===== config.mk =====
export PLATFORM = sky130hd
export DESIGN_NAME = inst_fetch_flat
export DESIGN_NICKNAME = d
export VERILOG_FILES = /design/src/rtl/inst_fetch_if.sv /design/src/rtl/inst_fetch.sv /design/src/flat_wrapper.sv
export SDC_FILE = /design/constraint.sdc
export NUM_CORES = 1
export LEC_CHECK = 0
export BUFFER_PORTS_ARGS = -buffer_cell sky130_fd_sc_hd__buf_2
export CAP_MARGIN = 5
export CORE_MARGIN = 2
export CORE_UTILIZATION = 54
export DETAILED_ROUTE_END_ITERATION = 7
export PLACE_DENSITY = 0.85
export SLEW_MARGIN = 15
export SYNTH_ARGS = -nofsm -noshare
export SYNTH_HDL_FRONTEND = slang
export SYNTH_SLANG_ARGS = --single-unit

===== constraint.sdc =====
create_clock -name clk_i -period 4.65 [get_ports clk_i]
set_clock_uncertainty 0.05 [all_clocks]
set_input_delay 0.93 -clock clk_i [delete_from_list [all_inputs] [get_ports clk_i]]
set_output_delay 0.93 -clock clk_i [all_outputs]
set_load 0.01 [all_outputs]

===== src/rtl/inst_fetch_if.sv =====
// Instruction-memory fetch bus: request/grant out of the fetch stage,
// response (rvalid/rdata) back from memory.
interface inst_fetch_if;
  logic        imem_req_o;
  logic [31:0] imem_addr_o;
  logic        imem_gnt_i;
  logic        imem_rvalid_i;
  logic [31:0] imem_rdata_i;

  // Fetch stage side
  modport master (
    output imem_req_o,
    output imem_addr_o,
    input  imem_gnt_i,
    input  imem_rvalid_i,
    input  imem_rdata_i
  );

  // Instruction memory side
  modport slave (
    input  imem_req_o,
    input  imem_addr_o,
    output imem_gnt_i,
    output imem_rvalid_i,
    output imem_rdata_i
  );
endinterface


===== src/rtl/inst_fetch.sv =====
// RV32I instruction fetch stage: owns the PC, issues one word fetch at a
// time over the imem handshake, squashes wrong-path responses after a
// jump, and holds the IF/ID slot under stall with a one-entry skid buffer.
module inst_fetch #(
  parameter logic [31:0] RESET_PC = 32'h0000_0000,
  parameter logic [31:0] NOP_INST = 32'h0000_0013
) (
  input  logic                clk_i,
  input  logic                rst_n_i,
  input  logic                jump_flag_i,
  input  logic [31:0]         jump_addr_i,
  input  logic                hold_i,
  inst_fetch_if.master        imem,
  output logic [31:0]         inst_o,
  output logic [31:0]         inst_addr_o,
  output logic                inst_valid_o
);

  typedef enum logic [1:0] {
    S_IDLE = 2'd0,
    S_REQ  = 2'd1,
    S_WAIT = 2'd2
  } state_t;

  state_t      state_q;
  state_t      state_d;

  logic [31:0] pc_q;
  logic [31:0] pc_d;
  logic [31:0] req_addr_q;
  logic        kill_q;
  logic        kill_d;

  logic        buf_full;
  logic        buf_full_d;
  logic        buf_load;
  logic [31:0] buf_inst;
  logic [31:0] buf_addr;

  logic [31:0] inst_d;
  logic [31:0] inst_addr_d;
  logic        inst_valid_d;

  logic        req;
  logic        gnt_fire;
  logic        rsp;
  logic        rsp_good;
  logic [31:0] jump_target;

  // Jump targets are word aligned; the low address bits are dropped.
  logic        unused_jump_lsb;
  assign unused_jump_lsb = &{1'b0, jump_addr_i[1:0]};
  assign jump_target     = {jump_addr_i[31:2], 2'b00};

  // A request is withheld while the skid buffer is occupied (so it can
  // never overflow) and during a jump (the PC is about to change).
  assign req      = (state_q == S_REQ) & ~buf_full & ~jump_flag_i;
  assign gnt_fire = req & imem.imem_gnt_i;
  // Responses only count while a request is outstanding.
  assign rsp      = (state_q == S_WAIT) & imem.imem_rvalid_i;
  assign rsp_good = rsp & ~kill_q;

  assign imem.imem_req_o  = req;
  assign imem.imem_addr_o = pc_q;

  // FSM next state: one outstanding fetch at a time.
  always_comb begin
    state_d = state_q;
    case (state_q)
      S_IDLE:  state_d = S_REQ;
      S_REQ:   if (gnt_fire) state_d = S_WAIT;
      S_WAIT:  if (imem.imem_rvalid_i) state_d = S_REQ;
      default: state_d = S_IDLE;
    endcase
  end

  // Next PC and stale-response tracking; a jump overrides any grant.
  always_comb begin
    pc_d   = pc_q;
    kill_d = kill_q;
    if (jump_flag_i) begin
      pc_d = jump_target;
    end else if (gnt_fire) begin
      pc_d = pc_q + 32'd4;
    end
    // A jump while waiting with nothing returned yet leaves a wrong-path
    // response in flight; the next rvalid drains it and clears the flag.
    if (jump_flag_i && (state_q == S_WAIT) && !imem.imem_rvalid_i) begin
      kill_d = 1'b1;
    end else if (rsp) begin
      kill_d = 1'b0;
    end
  end

  // IF/ID slot update: jump, then hold, then buffered word, then fresh word.
  always_comb begin
    inst_valid_d = 1'b0;
    inst_d       = NOP_INST;
    inst_addr_d  = 32'h0;
    buf_full_d   = buf_full;
    buf_load     = 1'b0;
    if (jump_flag_i) begin
      buf_full_d = 1'b0;
    end else if (hold_i) begin
      inst_valid_d = inst_valid_o;
      inst_d       = inst_o;
      inst_addr_d  = inst_addr_o;
      if (rsp_good) begin
        buf_full_d = 1'b1;
        buf_load   = 1'b1;
      end
    end else if (buf_full) begin
      inst_valid_d = 1'b1;
      inst_d       = buf_inst;
      inst_addr_d  = buf_addr;
      buf_full_d   = 1'b0;
    end else if (rsp_good) begin
      inst_valid_d = 1'b1;
      inst_d       = imem.imem_rdata_i;
      inst_addr_d  = req_addr_q;
    end
  end

  // Control and IF/ID state registers with asynchronous reset.
  always_ff @(posedge clk_i or negedge rst_n_i) begin
    if (!rst_n_i) begin
      state_q      <= S_IDLE;
      pc_q         <= RESET_PC;
      kill_q       <= 1'b0;
      buf_full     <= 1'b0;
      inst_valid_o <= 1'b0;
      inst_o       <= NOP_INST;
      inst_addr_o  <= 32'h0;
    end else begin
      state_q      <= state_d;
      pc_q         <= pc_d;
      kill_q       <= kill_d;
      buf_full     <= buf_full_d;
      inst_valid_o <= inst_valid_d;
      inst_o       <= inst_d;
      inst_addr_o  <= inst_addr_d;
    end
  end

  // Data-only registers: outstanding request address and skid buffer
  // contents, qualified by their own control flags.
  always_ff @(posedge clk_i) begin
    if (gnt_fire) begin
      req_addr_q <= pc_q;
    end
    if (buf_load) begin
      buf_inst <= imem.imem_rdata_i;
      buf_addr <= req_addr_q;
    end
  end

endmodule


===== src/flat_wrapper.sv =====
// flat-port wrapper written by rule: the top's interface ports become plain ports
module inst_fetch_flat 
#(
  parameter logic [31:0] RESET_PC = 32'h0000_0000,
  parameter logic [31:0] NOP_INST = 32'h0000_0013
)
  (clk_i, rst_n_i, jump_flag_i, jump_addr_i, hold_i, inst_o, inst_addr_o, inst_valid_o, imem_imem_req_o, imem_imem_addr_o, imem_imem_gnt_i, imem_imem_rvalid_i, imem_imem_rdata_i);
  inst_fetch_if imem_i ();
  input  logic clk_i;
  input  logic rst_n_i;
  input  logic jump_flag_i;
  input  logic [31:0] jump_addr_i;
  input  logic hold_i;
  output logic [31:0] inst_o;
  output logic [31:0] inst_addr_o;
  output logic inst_valid_o;
  output wire logic [$bits(imem_i.imem_req_o)-1:0] imem_imem_req_o;
  output wire logic [$bits(imem_i.imem_addr_o)-1:0] imem_imem_addr_o;
  input wire logic [$bits(imem_i.imem_gnt_i)-1:0] imem_imem_gnt_i;
  input wire logic [$bits(imem_i.imem_rvalid_i)-1:0] imem_imem_rvalid_i;
  input wire logic [$bits(imem_i.imem_rdata_i)-1:0] imem_imem_rdata_i;
  assign imem_imem_req_o = imem_i.imem_req_o;
  assign imem_imem_addr_o = imem_i.imem_addr_o;
  assign imem_i.imem_gnt_i = imem_imem_gnt_i;
  assign imem_i.imem_rvalid_i = imem_imem_rvalid_i;
  assign imem_i.imem_rdata_i = imem_imem_rdata_i;
  inst_fetch #(.RESET_PC(RESET_PC), .NOP_INST(NOP_INST)) u_core (.clk_i(clk_i), .rst_n_i(rst_n_i), .jump_flag_i(jump_flag_i), .jump_addr_i(jump_addr_i), .hold_i(hold_i), .imem(imem_i), .inst_o(inst_o), .inst_addr_o(inst_addr_o), .inst_valid_o(inst_valid_o));
endmodule

==> results of run 1 <==
==> per-layer routing <==
| layer | part of all wire | vias to the layer above |
|---|---|---|
| met4 | 0.023 | 0 |
| li1 | - | 2602 |
| met5 | 0 | - |
| met2 | 0.48 | 288 |
| met1 | 0.41 | 2856 |
| met3 | 0.085 | 33 |
==> cell type report <==
| cell class | instances | area, um^2 |
|---|---|---|
| Clock buffer | 23 | 519 |
| Fill cell | 976 | 4610 |
| Clock inverter | 9 | 128 |
| Timing Repair Buffer | 171 | 893 |
| Inverter | 6 | 22.5 |
| Tap cell | 180 | 225 |
| Multi-Input combinational cell | 357 | 2310 |
| Sequential cell | 190 | 5220 |
==> cells in the final DEF, fill, tap and decap left out, drive strengths merged, types with 5 or more instances in the layout <==
| master | instances |
|---|---|
| a21oi | 5 |
| a221oi | 59 |
| a31oi | 18 |
| and2 | 6 |
| buf | 171 |
| clkbuf | 23 |
| dfrtp | 95 |
| edfxtp | 92 |
| inv | 6 |
| nand2 | 17 |
| nand3 | 10 |
| nand4 | 11 |
| nor2 | 24 |
| nor2b | 61 |
| nor3 | 60 |
| o21ai | 11 |
| o31ai | 15 |
| or4 | 16 |
| xor2 | 5 |
==> sequential cells by signal, summed over array words and instances (netlist names) <==
signal and count:
u_core.inst_valid_o 1, u_core.buf_addr 30, u_core.buf_inst 32, u_core.inst_addr_o 31, u_core.inst_o 32, u_core.imem.imem_addr_o 30
u_core.state_q 2, u_core.kill_q 1, u_core.req_addr_q 30, u_core.buf_full 1
==> power by group through the flow <==
stage | clock [uW] | combinational, uW | sequential (uW)
finish | 1560 | 352 | 1930
global route | 1640 | 388 | 1940
CTS | 1570 | 353 | 1930
detailed placement | 0 | 349 | 1960
global placement | 0 | 333 | 1950
floorplan | 0 | 176 | 1960
==> metrics by stage <==
| step | total power [uW] | hold slack (ns) | instance area, um^2 | std cells | worst slack [ns] |
|---|---|---|---|---|---|
| 5_1_grt | 3970 | 0.419 | 9320 | 936 | 1.77 |
| 3_5_place_dp | 2310 | 0.391 | 8680 | 904 | 1.58 |
| 4_1_cts | 3850 | 0.407 | 9320 | 936 | 1.88 |
| 3_3_place_gp | 2290 | 0.384 | 8680 | 904 | 1.72 |
| 6_report | 3840 | 0.406 | 9320 | 936 | 1.87 |
| 2_1_floorplan | 2140 | 0.378 | 7750 | 603 | 0.0562 |
==> path summary, 6_finish.rpt <==
check / start / endpoint / depth (start not counted) / slack (ns)
worst min-delay path: u_core.req_addr_q[3]$_DFFE_PP_ / u_core.buf_addr[3]$_DFFE_PP_ / 0 / 0.41
worst min register to register: u_core.req_addr_q[3]$_DFFE_PP_ / u_core.buf_addr[3]$_DFFE_PP_ / 0 / 0.41
worst max register to register: u_core.buf_full$_DFFE_PN0P_ / u_core.inst_o[9]$_DFFE_PN0N_ / 5 / 2.10
worst max-delay path: u_core.buf_full$_DFFE_PN0P_ / imem_imem_req_o / 3 / 1.87
max in group asynchronous: rst_n_i / u_core.inst_o[6]$_DFFE_PN0N_ / 2 / 2.97
min in group asynchronous: rst_n_i / u_core.inst_addr_o[4]$_DFFE_PN0N_ / 1 / 0.60
==> worst max-delay path, stage by stage, from the launching register on <==
cell and delay, ns:
dfrtp_2 0.40, buf_4 0.36, nor4b_1 0.40, buf_2 0.21
==> kinds of logic (layout without fill, tap and decap cells) <==
group	count (synthesis)	count (layout)	share of synthesized area
simple gates	225	225	0.164
flops	190	190	0.674
compound gates	118	118	0.117
buf+inv	56	209	0.0302
xor+xnor	7	7	0.00791
mux	4	4	0.00517
fa+ha+maj	1	1	0.00161
other cells	1	2	0.000484
==> summary.md, run 1 <==
| Metric | Value |
|---|---|
| Status | finished, final reports clean |
| CP arrival | 1.80 ns |
| CTS buffer count | 17 |
| CTS tree | yes |
| Synth unique cells | 45 |
| Via density | 6.17 |
| Max Slew Vio Count | 0 |
| Hold_buf cts | 0 |
| Met1 Usage GRT | 0.334 |
| Sw Share | 0.234 |
| Routed Wire Length | 18700 um |
| Top cells by area, synth | edfxtp_1 (36%), dfrtp_1 (31%), a221oi_1 (6.7%), nor2b_1 (4.9%), nor3_1 (3.9%) |
| Psw | 898 uW |
| Post-synth ARST share | 0.516 |
| Die area | 0.0153 mm^2 |
| Avg Cell Area, Syn | 12.9 um^2 |
| Register area share after synthesis | 0.674 |
| Grt peak-use layer | met2 |
| Met2 Track Usage GR | 0.392 |
| Period minus WS final | between 2 and 3 ns |
| Clock slew at reported path FFs | 0.07 ns |
| Met3 global-route usage | 0.0582 |
| Max cap viols | 0 |
| Starting Density | 0.556 |
| Core area | between 0.01 and 0.015 mm^2 |
| Predominant post-synthesis flop cell | dfrtp_1 |
| Worst min-delay path class | reg2reg |
| I/O Pins | around 170 |
| Routed Antenna Nets | 0 |
| Most common library cells after synthesis | dfrtp_1 (95), edfxtp_1 (92), nor2b_1 (61) |
| Clock group share of total power | 0.405 |
| Synth warnings | 0 |
| GP Congestion | 0.877 |
| Final Setup Violations | 0 |
| Global-route usage over all layers | 0.250 |
| Rel. slew slack | 0.336 |
| Power density over the cells | ~410 mW/mm^2 |
| Row count | 43 |
| Final period util | 0.598 |
| Synth area leader | edfxtp_1 |
| #FFs+latches synth | 190 |
| Share of layout cells above drive strength 1 | 0.279 |
| Global-route wire length before repair | 29000 um |
| Crit end category | primary output |
| Skew-Pair Late Insertion Delay | 0.43 ns |
| Drt pass-1 iters | 5 |
| RSZ-0062 raised after global routing | no |
| CP required | approximately 3.7 ns |
| Initial antenna violation count | 0 |
| Leakage power | 0.00381 uW |
| Root buffer cell | clkbuf_16 |
| Die width | roughly 120 um |
| Fmax | 0.359 GHz |
| Endpoints failing hold | 0 |
| Largest net degree at the start of global routing | 110 |
| CTS Sinks | 190 |
| Reg power frac | 0.503 |
| Post-DP HPWL | 11800 um |
| Setup_tns | 0 ns |
| WS Path Type | reg2out |
| CP startpoint kind | flop |
| Cell count after synthesis | 602 |
| Worst-margin pin slew | 0.996 ns |
| Area Overhead vs Synth | 20.3% |
| Starting DRT DRC Count | 702 |
| Worst Path Max Fanout | 65 |
| Internal Pwr Total | 2940 uW |
| Routed len/inst | ~20 um |
| Post-CTS resize count | 0 |
| Post-synth EDFFs | 92 |
| Count leader, synth | dfrtp_1 |
| Final net count | 814 |
| Antenna Cells | 0 |
| GR Overflow Total | 0 |
| Final core utilization | 0.669 |
| Synth top area share | 0.357 |
| DRC Markers | 0 |
| Die Height | 124 um |
| Port Buf Inserts | between 150 and 200 |
| CTS Buffer Depth | 2 |
| Vias in the first global route | 5476 |
| # H-tree levels | 4 |
| Post-Syn Area | 0.00775 mm^2 |
| VDD IR-drop max | approximately 0.00025 V |
| Comb pwr share | 0.092 |
| Vias after detailed routing | 5779 |
| # Post-CTS Setup Buffers | 0 |
Note: power is estimated with default switching activity, not from simulation.
==> inputs of run 2 (changes only) <==
CORE_UTILIZATION = 49   (was 54)
PLACE_DENSITY = 0.82   (was 0.85)
clock period = 2.3 ns   (was 4.65 ns; I/O delays follow)
==> summary.md, run 2 (same netlist as run 1, synthesis figures left out) <==
| Metric | Value |
|---|---|
| Die Height | 130 um (+4.8%) |
| CTS buffer count | 17 (unchanged) |
| Initial antenna violation count | 0 (unchanged) |
| Internal Pwr Total | 5490 uW (+87%) |
| RSZ-0062 raised after global routing | no |
| Critical Path Max Stage Delay | 0.41 ns (about the same) |
| Vias after detailed routing | 5709 (-1.2%) |
| Hold slack | 0.181 ns (-0.225 ns) |
| Share of layout cells above drive strength 1 | 0.279 (-0.000305) |
| Crit path cell chain | buf_4 -> nor4b_2 -> buf_2 |
| Clock group share of total power | 0.362 (-0.043) |
| CP startpoint kind | flop |
| Largest registers | u_core.buf_inst: 32 flops, u_core.inst_o: 32 flops, u_core.inst_addr_o: 31 flops |
| R2r startpoint | u_core.imem.imem_addr_o[6]$_DFFE_PN0P_ |
| Post-Place Cells | 942 (+4.2%) |
| Comb pwr share | 0.099 (+0.007) |
| Final Setup Violations | 0 (unchanged) |
| Max cap viols | 0 (unchanged) |
| Starting Density | 0.506 (-0.0501) |
| I/O Pins | 168 (unchanged) |
| Slowest-stage cell, CP | dfrtp_2 |
| Leakage power | 0.00380 uW (-0.19%) |
| Core area | 0.0153 mm^2 (+9.9%) |
| Skew-Pair Late Insertion Delay | 0.43 ns (about the same) |
| Die width | 130 um (+4.8%) |
| Vias in the first global route | 5527 (+0.93%) |
| Post-DP HPWL | 12100 um (+2.1%) |
| Root buffer cell | clkbuf_16 |
| Commonest non-fill, non-tap cell in the layout | buf_2 |
| Multi-input logic area | 0.00232 mm^2 (+0.27%) |
| Final worst slack | 0.150 ns (-1.72 ns) |
| R2R cell count | 4 (-1) |
| Period minus WS final | between 2 and 2.5 ns |
| CTS tree | yes |
| # H-tree levels | 4 (unchanged) |
| Sw Share | 0.242 (+0.00849) |
| CP Capture Point | imem_imem_req_o |
| CTS Buffer Depth | 2 (unchanged) |
| Post-Place Setup Slack | 0.170 ns (-1.41 ns) |
| CP arrival | 1.64 ns (-0.16 ns) |
| Row count | 45 (+4.7%) |
| VDD IR-drop max | 0.000542 V (+110%) |
| Starting DRT DRC Count | 352 (-50%) |
| GP Congestion | 0.911 (+3.8%) |
| Die area | 0.0168 mm^2 (+9.9%) |
| Filler cell count | 1228 (+26%) |
| Setup_tns | 0 ns (unchanged) |
| Endpoints failing hold | 0 (unchanged) |
| Routed Antenna Nets | 0 (unchanged) |
| Capture point of the worst reg-to-reg path | u_core.imem.imem_addr_o[21]$_DFFE_PN0P_ |
| Worst Setup SP | u_core.buf_full$_DFFE_PN0P_ |
| Register area | 0.00522 mm^2 (unchanged) |
| Status | finished, final reports clean |
| Area Overhead vs Synth | 20.9% |
| Final core utilization | 0.612 (-0.0574) |
| Fmax | 0.465 GHz |
| WS Path Type | reg2out |
| GR Overflow Total | 0 (unchanged) |
| Worst min-delay path class | in2reg |
| Via density | 5.86 (-5.2%) |
| Antenna Cells | 0 (unchanged) |
| Post-route insts no fill | 975 (+4.2%) |
| Routed len/inst | 18.5 um (-7.6%) |
| CP required | 1.79 ns (-1.88 ns) |
| Worst-margin pin slew | 0.662 ns (-0.333 ns) |
| Port Buf Inserts | 163 (unchanged) |
| Reg power frac | 0.539 (+0.036) |
| Crit end category | primary output |
| Power density over the cells | 774 mW/mm^2 (+88%) |
| Commonest cells after routing, fill and taps aside | buf_2 (161), dfrtp_1 (94), edfxtp_1 (92), nor2b_1 (61), nor3_1 (60) |
| Largest net degree at the start of global routing | 122 (+11%) |
| Psw | 1760 uW (+96%) |
| Final period util | 0.935 |
| Rel. slew slack | 0.558 (+0.222) |
| Max Slew Vio Count | 0 (unchanged) |
| Global-route wire length before repair | 28200 um (-2.8%) |
| # Post-CTS Setup Buffers | 0 (unchanged) |
| Drt pass-1 iters | 5 (unchanged) |
| Clock slew at reported path FFs | 0.07 ns (about the same) |
| Worst Path Max Fanout | 27 (-58%) |
| R2r setup slk | 0.22 ns (-1.88 ns) |
| Global-route usage over all layers | 0.216 (-0.0339) |
| Routed Wire Length | 18000 um (-3.7%) |
| CTS Sinks | 190 (unchanged) |
| DRC Markers | 0 (unchanged) |
| Final net count | 822 (+0.98%) |
-- run 2: cell types whose count changed in the layout (fill, tap and decap cells not counted), sizes merged --
cell / before / now
inv: 6 / 8
bufinv: 3 / 0
clkbuf: 23 / 24
buf: 171 / 178
dlygate4sd3: 0 / 1
-- run 2: worst min-delay path by stage --
stage	start	to	slack, ns	cells past startpoint
floorplan	rst_n_i	u_core.buf_full$_DFFE_PN0P_	0.11	0
global placement	rst_n_i	u_core.inst_o[7]$_DFFE_PN0N_	0.33	1
detailed placement	rst_n_i	u_core.inst_o[8]$_DFFE_PN0N_	0.35	1
CTS	imem_imem_rdata_i[7]	u_core.buf_inst[7]$_DFFE_PP_	0.16	1
global route	imem_imem_rdata_i[1]	u_core.buf_inst[1]$_DFFE_PP_	0.16	1
finish	imem_imem_rdata_i[7]	u_core.buf_inst[7]$_DFFE_PP_	0.18	1
-- run 2: power groups by stage --
stage	Clock, uW	Combinational, uW	Sequential (uW)
after floorplan	0	358	3970
after global placement	0	689	3950
after detailed placement	0	720	3970
after CTS	2690	726	3900
after global routing	2810	797	3920
final	2620	721	3900
-- run 2: repair_timing --
item,CTS,global route
setup endpoints to repair,0,1
hold buffers,1,0
gates resized for setup,0,1
endpoints found under the hold margin,20,0
-- run 2: final cells by class --
class,instances,area share
timing repair buffer,179,0.107
multi-input combinational,357,0.248
inverter,6,0.00240
clock inverter,8,0.00655
sequential,190,0.557
tap,211,0.0282
clock buffer,24,0.0504
-- run 2: worst max-delay path: cells and delay by family (launching register included) --
family,cells,cell delay (ns)
buffers and inverters,2,0.43
AND/OR/NAND/NOR,1,0.37
flip-flops,1,0.41
-- run 2: metrics by stage --
step                instance area [um^2]  total power (uW)
finish                              9370              7250
global route                        9370              7530
floorplan                           7760              4330
global placement                    8820              4640
CTS                                 9360              7320
detailed placement                  8820              4690
-- run 2: routing by layer --
layer  vias up  global-route usage  share of wire
li1       2622                   -              -
met1      2796               0.298           0.43
met2       274               0.343           0.48
met3        17              0.0578          0.080
met4         0              0.0626         0.0089
met5         -                   0              0
